$ cat config.mk
export PLATFORM = sky130hd
export DESIGN_NAME = mem_access_wb_stage_flat
export DESIGN_NICKNAME = d
export VERILOG_FILES = /design/src/rtl/mem_access_wb_stage_if.sv /design/src/rtl/mem_access_wb_stage.sv /design/src/flat_wrapper.sv
export SDC_FILE = /design/constraint.sdc
export NUM_CORES = 1
export LEC_CHECK = 0
export CORE_MARGIN = 4
export CORE_UTILIZATION = 32
export CTS_BUF_LIST = sky130_fd_sc_hd__clkbuf_4 sky130_fd_sc_hd__clkbuf_8 sky130_fd_sc_hd__clkbuf_16
export DETAILED_ROUTE_END_ITERATION = 8
export PLACE_DENSITY = 0.8
export SETUP_SLACK_MARGIN = 0.05
export SYNTH_ARGS = -nofsm -noshare
export SYNTH_HDL_FRONTEND = slang
export SYNTH_SLANG_ARGS = --single-unit
$ cat constraint.sdc
create_clock -name clk -period 2.1 [get_ports clk]
set_input_delay 0.63 -clock clk [delete_from_list [all_inputs] [get_ports clk]]
set_output_delay 0.63 -clock clk [all_outputs]
set_load 0.05 [all_outputs]
$ cat src/rtl/mem_access_wb_stage_if.sv
// Signal bundle for mem_access_wb_stage: EX/MEM inputs, data-bus handshake, stall/fault
// and MEM/WB outputs. The master modport is the stage itself; slave is its environment.
interface mem_access_wb_stage_if;
  logic        RF_WENM;
  logic        DM_WENM;
  logic [1:0]  sel_ldM;
  logic [2:0]  funct3M;
  logic [4:0]  rdM;
  logic [31:0] alu_outM;
  logic [31:0] dm_wdM;
  logic [31:0] PCp4M;
  logic        dbus_req;
  logic        dbus_we;
  logic [31:0] dbus_addr;
  logic [31:0] dbus_wdata;
  logic [3:0]  dbus_be;
  logic        dbus_ack;
  logic [31:0] dbus_rdata;
  logic        stall_mem;
  logic        misalign_err;
  logic        RF_WENW;
  logic [1:0]  sel_ldW;
  logic [4:0]  rdW;
  logic [31:0] alu_outW;
  logic [31:0] ld_dataW;
  logic [31:0] PCp4W;

  modport master (
    input  RF_WENM, DM_WENM, sel_ldM, funct3M, rdM, alu_outM, dm_wdM, PCp4M,
           dbus_ack, dbus_rdata,
    output dbus_req, dbus_we, dbus_addr, dbus_wdata, dbus_be, stall_mem, misalign_err,
           RF_WENW, sel_ldW, rdW, alu_outW, ld_dataW, PCp4W
  );

  modport slave (
    output RF_WENM, DM_WENM, sel_ldM, funct3M, rdM, alu_outM, dm_wdM, PCp4M,
           dbus_ack, dbus_rdata,
    input  dbus_req, dbus_we, dbus_addr, dbus_wdata, dbus_be, stall_mem, misalign_err,
           RF_WENW, sel_ldW, rdW, alu_outW, ld_dataW, PCp4W
  );
endinterface

$ cat src/rtl/mem_access_wb_stage.sv
// MEM-stage data-bus access unit fused with the MEM/WB pipeline register.
// Define MEM_TIMEOUT_EN to abort bus waits after TIMEOUT_CYC stalled cycles.
module mem_access_wb_stage #(
  parameter int TIMEOUT_CYC = 16
) (
  input logic                   clk,
  input logic                   rst,
  mem_access_wb_stage_if.master bus
);

  typedef enum logic [0:0] {ST_IDLE = 1'b0, ST_WAIT = 1'b1} state_e;

  state_e      r_state;
  state_e      w_state_nxt;
  logic [1:0]  w_a;
  logic        w_is_store;
  logic        w_is_load;
  logic        w_access;
  logic        w_code_ok;
  logic        w_bad;
  logic        w_tmo;
  logic        w_want;
  logic        w_abort;
  logic        w_req;
  logic        w_complete;
  logic [3:0]  w_be;
  logic [31:0] w_wdata;
  logic        r_rf_wen;
  logic [1:0]  r_sel_ld;
  logic [4:0]  r_rd;
  logic [31:0] r_alu_out;
  logic [31:0] r_ld_data;
  logic [31:0] r_pcp4;
  logic        r_misalign;

  function automatic logic [31:0] load_extend(input logic [31:0] rdata, input logic [1:0] a,
                                              input logic [2:0] f3);
    logic [7:0]  b;
    logic [15:0] h;
    case (a)
      2'd0:    b = rdata[7:0];
      2'd1:    b = rdata[15:8];
      2'd2:    b = rdata[23:16];
      default: b = rdata[31:24];
    endcase
    h = a[1] ? rdata[31:16] : rdata[15:0];
    case (f3)
      3'b000:  load_extend = {{24{b[7]}}, b};
      3'b001:  load_extend = {{16{h[15]}}, h};
      3'b100:  load_extend = {24'h000000, b};
      3'b101:  load_extend = {16'h0000, h};
      default: load_extend = rdata;
    endcase
  endfunction

  // Access decode plus width-code legality and alignment check
  always_comb begin
    w_a        = bus.alu_outM[1:0];
    w_is_store = bus.DM_WENM;
    w_is_load  = !bus.DM_WENM && (bus.sel_ldM == 2'b01);
    w_access   = w_is_store || w_is_load;
    case (bus.funct3M)
      3'b000, 3'b001, 3'b010: w_code_ok = 1'b1;
      3'b100, 3'b101:         w_code_ok = w_is_load;
      default:                w_code_ok = 1'b0;
    endcase
    w_bad = w_access && (!w_code_ok
                         || ((bus.funct3M[1:0] == 2'b01) && w_a[0])
                         || ((bus.funct3M[1:0] == 2'b10) && (w_a != 2'b00)));
  end

`ifdef MEM_TIMEOUT_EN
  logic [7:0] r_wait_cnt;

  // Counts WAIT cycles; cleared whenever the FSM is idle
  always_ff @(posedge clk) begin
    if (!rst) begin
      r_wait_cnt <= 8'd0;
    end else if (r_state == ST_WAIT) begin
      r_wait_cnt <= r_wait_cnt + 8'd1;
    end else begin
      r_wait_cnt <= 8'd0;
    end
  end

  // The initial IDLE request cycle counts as one stalled cycle of the budget
  assign w_tmo = (r_state == ST_WAIT) && (r_wait_cnt == 8'(TIMEOUT_CYC - 1));
`else
  logic [7:0] w_unused_tmo_cyc;
  assign w_unused_tmo_cyc = 8'(TIMEOUT_CYC);
  assign w_tmo            = 1'b0;
`endif

  // Request/abort/complete; an ack in the timeout cycle still completes the transfer
  always_comb begin
    w_want     = rst && w_access && !w_bad;
    w_abort    = w_want && w_tmo && !bus.dbus_ack;
    w_req      = w_want && !w_abort;
    w_complete = w_req && bus.dbus_ack;
  end

  // Byte-lane steering; lanes depend only on held inputs so they stay stable in WAIT
  always_comb begin
    w_be    = 4'b0000;
    w_wdata = 32'h0000_0000;
    if (w_is_store) begin
      case (bus.funct3M[1:0])
        2'b00: begin
          w_be    = 4'b0001 << w_a;
          w_wdata = {4{bus.dm_wdM[7:0]}};
        end
        2'b01: begin
          w_be    = w_a[1] ? 4'b1100 : 4'b0011;
          w_wdata = {2{bus.dm_wdM[15:0]}};
        end
        2'b10: begin
          w_be    = 4'b1111;
          w_wdata = bus.dm_wdM;
        end
        default: begin
          w_be    = 4'b0000;
          w_wdata = 32'h0000_0000;
        end
      endcase
    end else if (w_is_load) begin
      w_be = 4'b1111;
    end else begin
      w_be = 4'b0000;
    end
  end

  // Next-state logic
  always_comb begin
    w_state_nxt = ST_IDLE;
    case (r_state)
      ST_IDLE: w_state_nxt = (w_req && !bus.dbus_ack) ? ST_WAIT : ST_IDLE;
      ST_WAIT: w_state_nxt = (w_req && !bus.dbus_ack) ? ST_WAIT : ST_IDLE;
      default: w_state_nxt = ST_IDLE;
    endcase
  end

  // FSM state register
  always_ff @(posedge clk) begin
    if (!rst) begin
      r_state <= ST_IDLE;
    end else begin
      r_state <= w_state_nxt;
    end
  end

  // MEM/WB register: capture on completion or non-access, otherwise insert a bubble
  always_ff @(posedge clk) begin
    if (!rst) begin
      r_rf_wen   <= 1'b0;
      r_sel_ld   <= 2'b00;
      r_rd       <= 5'd0;
      r_alu_out  <= 32'h0000_0000;
      r_ld_data  <= 32'h0000_0000;
      r_pcp4     <= 32'h0000_0000;
      r_misalign <= 1'b0;
    end else if (w_complete || !w_access) begin
      r_rf_wen   <= bus.RF_WENM;
      r_sel_ld   <= bus.sel_ldM;
      r_rd       <= bus.rdM;
      r_alu_out  <= bus.alu_outM;
      r_ld_data  <= (w_is_load && w_complete) ?
                    load_extend(bus.dbus_rdata, w_a, bus.funct3M) : 32'h0000_0000;
      r_pcp4     <= bus.PCp4M;
      r_misalign <= 1'b0;
    end else begin
      r_rf_wen   <= 1'b0;
      r_sel_ld   <= 2'b00;
      r_rd       <= 5'd0;
      r_alu_out  <= 32'h0000_0000;
      r_ld_data  <= 32'h0000_0000;
      r_pcp4     <= 32'h0000_0000;
      r_misalign <= w_bad || w_abort;
    end
  end

  assign bus.dbus_req     = w_req;
  assign bus.dbus_we      = bus.DM_WENM;
  assign bus.dbus_addr    = {bus.alu_outM[31:2], 2'b00};
  assign bus.dbus_wdata   = w_wdata;
  assign bus.dbus_be      = w_be;
  assign bus.stall_mem    = w_req && !bus.dbus_ack;
  assign bus.misalign_err = r_misalign;
  assign bus.RF_WENW      = r_rf_wen;
  assign bus.sel_ldW      = r_sel_ld;
  assign bus.rdW          = r_rd;
  assign bus.alu_outW     = r_alu_out;
  assign bus.ld_dataW     = r_ld_data;
  assign bus.PCp4W        = r_pcp4;

endmodule

$ cat src/flat_wrapper.sv
// flat-port wrapper written by rule: the top's interface ports become plain ports
module mem_access_wb_stage_flat 
#(
  parameter int TIMEOUT_CYC = 16
)
  (clk, rst, bus_RF_WENM, bus_DM_WENM, bus_sel_ldM, bus_funct3M, bus_rdM, bus_alu_outM, bus_dm_wdM, bus_PCp4M, bus_dbus_ack, bus_dbus_rdata, bus_dbus_req, bus_dbus_we, bus_dbus_addr, bus_dbus_wdata, bus_dbus_be, bus_stall_mem, bus_misalign_err, bus_RF_WENW, bus_sel_ldW, bus_rdW, bus_alu_outW, bus_ld_dataW, bus_PCp4W);
  mem_access_wb_stage_if bus_i ();
  input logic clk;
  input logic rst;
  input wire logic [$bits(bus_i.RF_WENM)-1:0] bus_RF_WENM;
  input wire logic [$bits(bus_i.DM_WENM)-1:0] bus_DM_WENM;
  input wire logic [$bits(bus_i.sel_ldM)-1:0] bus_sel_ldM;
  input wire logic [$bits(bus_i.funct3M)-1:0] bus_funct3M;
  input wire logic [$bits(bus_i.rdM)-1:0] bus_rdM;
  input wire logic [$bits(bus_i.alu_outM)-1:0] bus_alu_outM;
  input wire logic [$bits(bus_i.dm_wdM)-1:0] bus_dm_wdM;
  input wire logic [$bits(bus_i.PCp4M)-1:0] bus_PCp4M;
  input wire logic [$bits(bus_i.dbus_ack)-1:0] bus_dbus_ack;
  input wire logic [$bits(bus_i.dbus_rdata)-1:0] bus_dbus_rdata;
  output wire logic [$bits(bus_i.dbus_req)-1:0] bus_dbus_req;
  output wire logic [$bits(bus_i.dbus_we)-1:0] bus_dbus_we;
  output wire logic [$bits(bus_i.dbus_addr)-1:0] bus_dbus_addr;
  output wire logic [$bits(bus_i.dbus_wdata)-1:0] bus_dbus_wdata;
  output wire logic [$bits(bus_i.dbus_be)-1:0] bus_dbus_be;
  output wire logic [$bits(bus_i.stall_mem)-1:0] bus_stall_mem;
  output wire logic [$bits(bus_i.misalign_err)-1:0] bus_misalign_err;
  output wire logic [$bits(bus_i.RF_WENW)-1:0] bus_RF_WENW;
  output wire logic [$bits(bus_i.sel_ldW)-1:0] bus_sel_ldW;
  output wire logic [$bits(bus_i.rdW)-1:0] bus_rdW;
  output wire logic [$bits(bus_i.alu_outW)-1:0] bus_alu_outW;
  output wire logic [$bits(bus_i.ld_dataW)-1:0] bus_ld_dataW;
  output wire logic [$bits(bus_i.PCp4W)-1:0] bus_PCp4W;
  assign bus_i.RF_WENM = bus_RF_WENM;
  assign bus_i.DM_WENM = bus_DM_WENM;
  assign bus_i.sel_ldM = bus_sel_ldM;
  assign bus_i.funct3M = bus_funct3M;
  assign bus_i.rdM = bus_rdM;
  assign bus_i.alu_outM = bus_alu_outM;
  assign bus_i.dm_wdM = bus_dm_wdM;
  assign bus_i.PCp4M = bus_PCp4M;
  assign bus_i.dbus_ack = bus_dbus_ack;
  assign bus_i.dbus_rdata = bus_dbus_rdata;
  assign bus_dbus_req = bus_i.dbus_req;
  assign bus_dbus_we = bus_i.dbus_we;
  assign bus_dbus_addr = bus_i.dbus_addr;
  assign bus_dbus_wdata = bus_i.dbus_wdata;
  assign bus_dbus_be = bus_i.dbus_be;
  assign bus_stall_mem = bus_i.stall_mem;
  assign bus_misalign_err = bus_i.misalign_err;
  assign bus_RF_WENW = bus_i.RF_WENW;
  assign bus_sel_ldW = bus_i.sel_ldW;
  assign bus_rdW = bus_i.rdW;
  assign bus_alu_outW = bus_i.alu_outW;
  assign bus_ld_dataW = bus_i.ld_dataW;
  assign bus_PCp4W = bus_i.PCp4W;
  mem_access_wb_stage #(.TIMEOUT_CYC(TIMEOUT_CYC)) u_core (.clk(clk), .rst(rst), .bus(bus_i));
endmodule
## Word-level counts from Yosys, hierarchy flattened

Index checks and enable logic that the tools add are counted.

- Register bits: 105
- Output and inout port bits: 176
- Word-level logic and storage cells: 55

- Equality and inequality tests: 9
- Shifts and indexed selects: 1
- Mux-type cells: 10
- Bitwise logic cells: 1
- Reduce and logical (&&, ||, !) cells: 27

Operators by type and width:

| kind | number |
|---|---|
| $pmux 32 s4 | 1 |
| $pmux 32 s3 | 1 |
| $mux 32 | 1 |
| $pmux 8 s3 | 1 |
| $mux 16 | 1 |
| $mux 4 | 3 |
| $pmux 4 s3 | 1 |
| $logic_and 1x1->1 | 9 |
| $eq 2x1->1 const B | 3 |
| $eq 3x3->1 const B | 2 |
| $logic_not 1->1 | 5 |
| $eq 2x2->1 const B | 2 |
| $logic_not 2->1 | 2 |
| $logic_or 1x1->1 | 4 |
| $reduce_or 2->1 | 2 |
| $shl 1x2->4 const A | 1 |
| $eq 3x1->1 const B | 1 |
| $eq 3x2->1 const B | 1 |
| $logic_not 3->1 | 1 |
| $reduce_and 3->1 | 1 |
| $reduce_or 3->1 | 1 |
| $pmux 1 s2 | 1 |
| $reduce_and 2->1 | 1 |
| $reduce_bool 2->1 | 1 |
| $not 1->1 | 1 |

## Depth between registers and ports, before layout

Gate-level depths: netlist (run 1).

- Word-level depth: 12
- Gate-level depth with buffers: 7

## Least setup slack after synthesis (run 1)

OpenSTA, ideal clock, no wires.

- Path kind: input to output
- Start point: input bus_funct3M[1]
- End point: output bus_dbus_be[2]
- Arrival time: 2.483 ns
- Required time: 1.470 ns
- Path slack: -1.013 ns
- Stages: 6
- Cells stage by stage: buf_4 > buf_2 > buf_2 > buf_2 > a21oi_1 > o21ai_0

- Word-level cells in the longest chain between the ends: 3
- Elaborated cells on any way between the ends: 5
- Classes of those cells: eq/ne (2); mux (2); reduce/logical (1)

Ends and longest elaborated chain:

| what | line | source |
|---|---|---|
| from (decl) | flat_wrapper.sv:13 | `input wire logic [$bits(bus_i.funct3M)-1:0] bus_funct3M;` |
| $eq 2x2->1 (tied with other cells) | mem_access_wb_stage.sv:107 | `case (bus.funct3M[1:0])` |
| $pmux 4 s3 * | mem_access_wb_stage.sv:107 |  |
| $mux 4 * | mem_access_wb_stage.sv:106 | `if (w_is_store) begin` |
| to (decl) | flat_wrapper.sv:24 | `output wire logic [$bits(bus_i.dbus_be)-1:0] bus_dbus_be;` |

Mark *: on every way between the ends. The rest lies on a longest branch, timed or not.

## Worst setup path after layout (run 1)

- Start point: input bus_funct3M[1]
- End point: output bus_dbus_wdata[30]

- Word-level cells in the longest chain between the ends: 3
- Elaborated cells on any way between the ends: 5
- Classes of those cells: eq/ne (2); mux (2); reduce/logical (1)

Ends and longest elaborated chain:

| what | line | source |
|---|---|---|
| $eq 2x2->1 (tied with other cells) | mem_access_wb_stage.sv:107 |  |
| $pmux 32 s3 * | mem_access_wb_stage.sv:107 |  |
| $mux 32 * | mem_access_wb_stage.sv:106 |  |
| to (decl) | flat_wrapper.sv:23 | `output wire logic [$bits(bus_i.dbus_wdata)-1:0] bus_dbus_wdata;` |

Marks and branches as above.

==> impl_metrics.yaml, run 1 <==
global_routing:
  grt_pass1_vias: 5113
  grt_pass1_wl_um: 28700
  grt_max_degree: 47
  grt_usage_pct: 22.9
  grt-ovfl-total: 0
  grt_antenna_before_repair: 1
synthesis:
  yosysMostFrequentCell: "nand2_1"
  synthDistinctLibCells: 36
  syn-mean-instance-area_sq_um: 8.16
  ys.flop_type: "dfxtp_1"
  synth-seq-cells: 105
  syn_area_sq_um: 4580
  seq_area_frac_synth_pct: 45.9
  ys_async_sr_fraction_pct: 0
  synthesis.instances: 561
  synth-edff-count: 0
  synth.cells.most_frequent: "nand2_1, dfxtp_1, nor2_1"
  synth.top_cell.area_share_pct: 45.9
  synth_top_cells_by_area: "dfxtp_1, nand2_1, nor2_1"
  yosys.area.top_type: "dfxtp_1"
  ys_warn_count: 0
final_layout:
  syn_to_final_growth_pct: 109
  layout-drive-gt1-share_pct: 39.8
  fin_nets: 1037
worst_setup_path:
  crit_buf_inv: 4
  worst_ep_required_time_ns: 1.47
  endpoint: "bus_dbus_wdata[30]"
  cpPeakStageDelay_ns: 0.18
  cp_common_cell: "buf_12"
  arrival_ns: 1.67
  crit_cells: 8
  worstSetupPathType: "primary input to primary output"
  crit_chain: "buf_12, buf_6, nor2b_4, buf_8, nand2_1, o21ai_1, and2_4, buf_12"
  cp-end-kind: "primary output"
  cp_max_fo: 8
  startpoint_type: "primary input"
  slowest_stage: "and2_4"
  critical_path.startpoint: "bus_funct3M[1]"
  path_delay_family: "buffers and inverters"
sta:
  tightest_slew_ns: 0.582
  grt_setup_unrepaired: "true"
  min_period_over_period_pct: 110
  drv_slew: 0
  hold_viol_final: 0
  setup_tns_ns: -4.35
  fin_crit_ns: 2.30
  fmax_mhz: 435
  finalWorstSetupSlack_ns: -0.201
  setup_viol: 38
  relSlewSlack_pct: 60.8
route:
  remaining_drc_errors: 0
  finalWirelength_um: 19800
  avgRoutedWirePerCell_um: 18.4
  drt-pass1-iter-count: 4
  vias: 5088
  drtIter0Drc: 360
  ant_nets: 0
  viasPerCell: 4.71
clocking:
  cts-root-buf: "clkbuf_16"
  hold_buffers: 0
  clock-sinks: 105
  cts_buffer_depth: 2
  cts_made_buffers: 9
  tritoncts: "done"
  htree_levels: 3
  clk_pin_slew_ns: 0.07
die:
  num_rows: 43
  num_io_pins: 319
  die_h_um: 128
  start_util_pct: 32.8
  die-area_sq_um: 16300
  die_w_um: 128
  coreArea_sq_um: 13900
place:
  dp_hpwl_um: 14600
  port_buffers: 316
  routabilityCongestion: 0.904
power_and_ir_drop:
  p_leak_nw: 4.39
  powerDensity_nw_per_um2: 611
  power_mw: 5.83
  peakVddDrop_mv: 0.356
outcome:
  violations: "setup timing"
  status: "finished with violations"
worst_hold_path:
  hold_path_startpoint: "bus_sel_ldM[0]"
  hp-class: "primary input to flop"
  whs_path_depth: 4
run:
  cap_violations: 0
[report_power, final]
group | internal (mW) | switching, mW
Combinational | 0.891 | 1.08
Clock | 0.993 | 0.797
Sequential | 2.06 | 0.0170
Total | 3.94 | 1.89
[layout make-up]
type | instances | area (sq um)
antenna | 1 | 2.50
clock buffer | 11 | 246
clock inverter | 5 | 67.6
fill | 1038 | 4390
inverter | 4 | 22.5
multi-input combinational | 380 | 2500
sequential | 105 | 2100
tap | 180 | 225
timing repair buffer | 394 | 4380
[state kept, by name, summed over array words and instances, names as in the netlist]
register,count
u_core.bus.sel_ldW,2
u_core.bus.misalign_err,1
u_core.bus.ld_dataW,32
u_core.bus.RF_WENW,1
u_core.bus.alu_outW,32
u_core.bus.rdW,5
u_core.bus.PCp4W,32
[worst min path at each step]
stage               slack (ns)               endpoint
floorplan                 0.74  u_core.bus.sel_ldW[0]
global placement          1.08          bus_PCp4W[26]
detailed placement        1.08       bus_alu_outW[10]
CTS                       0.62  u_core.bus.sel_ldW[0]
global route              0.65  u_core.bus.sel_ldW[0]
finish                    0.63  u_core.bus.sel_ldW[0]
[per-layer routing]
layer / vias up / share of wire, % / GRT usage (%)
met5: - / 0 / 0
met4: 0 / 2.5 / 7.74
met3: 33 / 8.5 / 7.07
met2: 243 / 51 / 40.5
met1: 2361 / 38 / 26.3
li1: 2451 / - / -
[what timing repair did]
item | in CTS | in global routing
gates cloned | 1 | 0
resized for setup | 197 | 39
pin swaps | 32 | 11
buffers inserted | 16 | 4
endpoints found under the setup margin | 180 | 38
[logic make-up (layout without fill, tap and decap cells)]
logic type,count (synthesis),count (layout),share of synthesized area (%)
buffers and inverters,77,414,11.5
DFF,105,105,45.9
AOI/OAI and AO/OA,101,101,13.9
muxes,11,11,2.41
other,1,3,0.0819
and+or+nand+nor,266,266,26.2
[stage by stage]
stage	hold WS [ns]	util (%)	setup slack (ns)	cell area [sq um]	cells
6_report	0.632	68.5	-0.201	9550	1080
3_5_place_dp	1.08	61.5	-0.710	8570	1043
2_1_floorplan	0.744	-	-0.322	4840	562
4_1_cts	0.622	67.2	-0.158	9360	1075
3_3_place_gp	1.08	61.5	-0.709	8570	1043
5_1_grt	0.654	68.5	-0.233	9550	1080
[cells in the final DEF, fill, tap and decap left out, types with 3 or more instances in the layout]
| cell | instances |
|---|---|
| a21oi_4 | 9 |
| buf_2 | 6 |
| a21oi_1 | 27 |
| dfxtp_1 | 105 |
| nand2b_1 | 3 |
| nor2_2 | 6 |
| buf_8 | 17 |
| nand2_1 | 101 |
| nor2_4 | 3 |
| o21ai_4 | 3 |
| clkbuf_16 | 9 |
| clkdlybuf4s50_1 | 113 |
| buf_12 | 71 |
| dlygate4sd2_1 | 55 |
| and3_1 | 6 |
| nor2b_4 | 17 |
| mux2i_1 | 11 |
| a22oi_1 | 6 |
| and3_4 | 8 |
| o21ai_0 | 8 |
| nand2_2 | 5 |
| buf_4 | 118 |
| a21oi_2 | 20 |
| inv_6 | 3 |
| buf_6 | 10 |
| nor3_1 | 4 |
| o21ai_2 | 11 |
| nor2_1 | 78 |
| and2_4 | 17 |
| nand2_4 | 6 |
| o21ai_1 | 7 |
No activity file was read; power rests on OpenSTA's default activity.
==> inputs of run 2 (changes only) <==
--- a/config.mk
+++ b/config.mk
@@ -5,6 +5,7 @@
 export SDC_FILE = /design/constraint.sdc
 export NUM_CORES = 1
 export LEC_CHECK = 0
+export CAP_MARGIN = 25
 export CORE_MARGIN = 4
 export CORE_UTILIZATION = 32
 export CTS_BUF_LIST = sky130_fd_sc_hd__clkbuf_4 sky130_fd_sc_hd__clkbuf_8 sky130_fd_sc_hd__clkbuf_16
==> results of run 2 <==
No change in the layout: final DEF, timing and power equal those of run 1.
==> inputs of run 3 (changes only) <==
--- a/config.mk
+++ b/config.mk
@@ -5,12 +5,12 @@
 export SDC_FILE = /design/constraint.sdc
 export NUM_CORES = 1
 export LEC_CHECK = 0
-export CAP_MARGIN = 25
+export CAP_MARGIN = 20
 export CORE_MARGIN = 4
-export CORE_UTILIZATION = 32
+export CORE_UTILIZATION = 25
 export CTS_BUF_LIST = sky130_fd_sc_hd__clkbuf_4 sky130_fd_sc_hd__clkbuf_8 sky130_fd_sc_hd__clkbuf_16
 export DETAILED_ROUTE_END_ITERATION = 8
-export PLACE_DENSITY = 0.8
+export PLACE_DENSITY = 0.66
 export SETUP_SLACK_MARGIN = 0.05
 export SYNTH_ARGS = -nofsm -noshare
 export SYNTH_HDL_FRONTEND = slang
==> run 3 against run 2 <==
The run still ends with setup timing left. Worst setup slack better by 0.049 ns. Fmax up 2.2%. Global-route usage down 5.8 points. Highest routed layer unchanged.
==> impl_metrics.yaml, run 3 (same netlist as run 1, synthesis figures left out) <==
outcome:
  status: "finished with violations"
  violations: "setup timing"
final_layout:
  final_cell_mix: "buf_4, clkdlybuf4s50_1, dfxtp_1, nand2_1, nor2_1"
  final_common_cell: "buf_4"
  fillerInstances: 1650
  fin_nets: 1030
  fin_util_pct: 52.3
  layout-drive-gt1-share_pct: 38.0
  post-route-cell-area_sq_um: 9400
  syn_to_final_growth_pct: 105
sta:
  finalWorstSetupSlack_ns: -0.153
  fmax_mhz: 444
  relSlewSlack_pct: 58.0
  drv_slew: 0
  tightest_slew_ns: 0.623
  fin_crit_ns: 2.25
  min_period_over_period_pct: 107
  grt_setup_unrepaired: "true"
  setup_viol: 38
  hold_viol_final: 0
  whs_ns: 0.620
clocking:
  htree_levels: 3
  clock-sinks: 105
  cts_buffer_depth: 2
  tritoncts: "done"
  cts-root-buf: "clkbuf_16"
  cts_made_buffers: 9
  clk_pin_slew_ns: 0.08
place:
  routabilityCongestion: 0.834
  dp_hpwl_um: 14100
  port_buffers: 316
  pre_cts_ws_ns: -0.692
  place_area_sq_um: 8640
route:
  finalWirelength_um: 18400
  vias: 4873
  drt-pass1-iter-count: 4
  viasPerCell: 4.34
  avgRoutedWirePerCell_um: 16.4
  drtIter0Drc: 194
  remaining_drc_errors: 0
  ant_nets: 0
die:
  die_w_um: 143
  num_rows: 49
  start_util_pct: 25.5
  coreArea_sq_um: 18000
  die_h_um: 143
  num_io_pins: 319
  die-area_sq_um: 20500
global_routing:
  grt-ovfl-total: 0
  grt_pass1_vias: 4868
  grt_max_degree: 48
  grt_antenna_before_repair: 0
  grt_pass1_wl_um: 27300
  grt_usage_pct: 17.2
power_and_ir_drop:
  powerDensity_nw_per_um2: 609
  p_leak_nw: 4.30
  peakVddDrop_mv: 0.393
worst_setup_path:
  cp-end-kind: "primary output"
  startpoint_type: "primary input"
  worst_ep_required_time_ns: 1.47
  cp_max_fo: 1
  critical_path.startpoint: "bus_dm_wdM[28]"
  arrival_ns: 1.62
  worstSetupPathType: "primary input to primary output"
worst_hold_path:
  hold_path_startpoint: "bus_sel_ldM[0]"
  hp-class: "primary input to flop"
run:
  cap_violations: 0
-- run 3: cell type report --
| type | instances | area [sq um] | area share, % |
|---|---|---|---|
| Tap cell | 229 | 287 | 3.05 |
| Multi-Input combinational cell | 380 | 2440 | 26.0 |
| Clock inverter | 7 | 93.8 | 0.999 |
| Antenna cell | 1 | 2.50 | 0.0266 |
| Inverter | 4 | 22.5 | 0.240 |
| Timing Repair Buffer | 387 | 4220 | 44.9 |
| Clock buffer | 9 | 225 | 2.40 |
| Sequential cell | 105 | 2100 | 22.4 |
-- run 3: metal layers --
layer / vias to the layer above / routed length (um) / GRT usage (%)
met2: 198 / 9020 / 29.3
met4: 0 / 570 / 7.23
li1: 2441 / - / -
met5: - / 0 / 0
met1: 2202 / 7440 / 20.4
met3: 32 / 1380 / 4.53
-- run 3: worst paths after layout --
check	end	slack, ns	cells after the start
setup / recovery	bus_dbus_wdata[28]	-0.15	5
hold / removal	u_core.bus.sel_ldW[0]	0.62	4
-- run 3: where the power goes --
group / internal [mW] / switching [mW] / leakage [nW]
Clock: 0.867 / 0.890 / 0.154
Sequential: 2.06 / 0.0157 / 0.857
Combinational: 0.851 / 1.04 / 3.29
Total: 3.78 / 1.95 / 4.30
-- run 3: critical path, stage by stage --
cell and delay, ns:
clkdlybuf4s50_1 0.47, a21oi_1 0.07, o21ai_1 0.14, and2_4 0.17, buf_12 0.13
-- run 3: stage by stage --
step | power [mW] | TNS, ns | std cells
3_5_place_dp | 3.93 | -60.36 | 1093
2_1_floorplan | 3.11 | -1.25 | 562
3_3_place_gp | 3.92 | -59.02 | 1093
5_1_grt | 5.95 | -5.87 | 1121
4_1_cts | 5.75 | -4.70 | 1118
6_report | 5.72 | -4.31 | 1122
-- run 3: repair_timing --
action | in CTS | in global routing
hold buffers | 0 | 0
resized for setup | 147 | 46
setup buffers | 7 | 3
pin swaps | 17 | 9
setup endpoints to repair | 176 | 38
gates cloned | 2 | 0
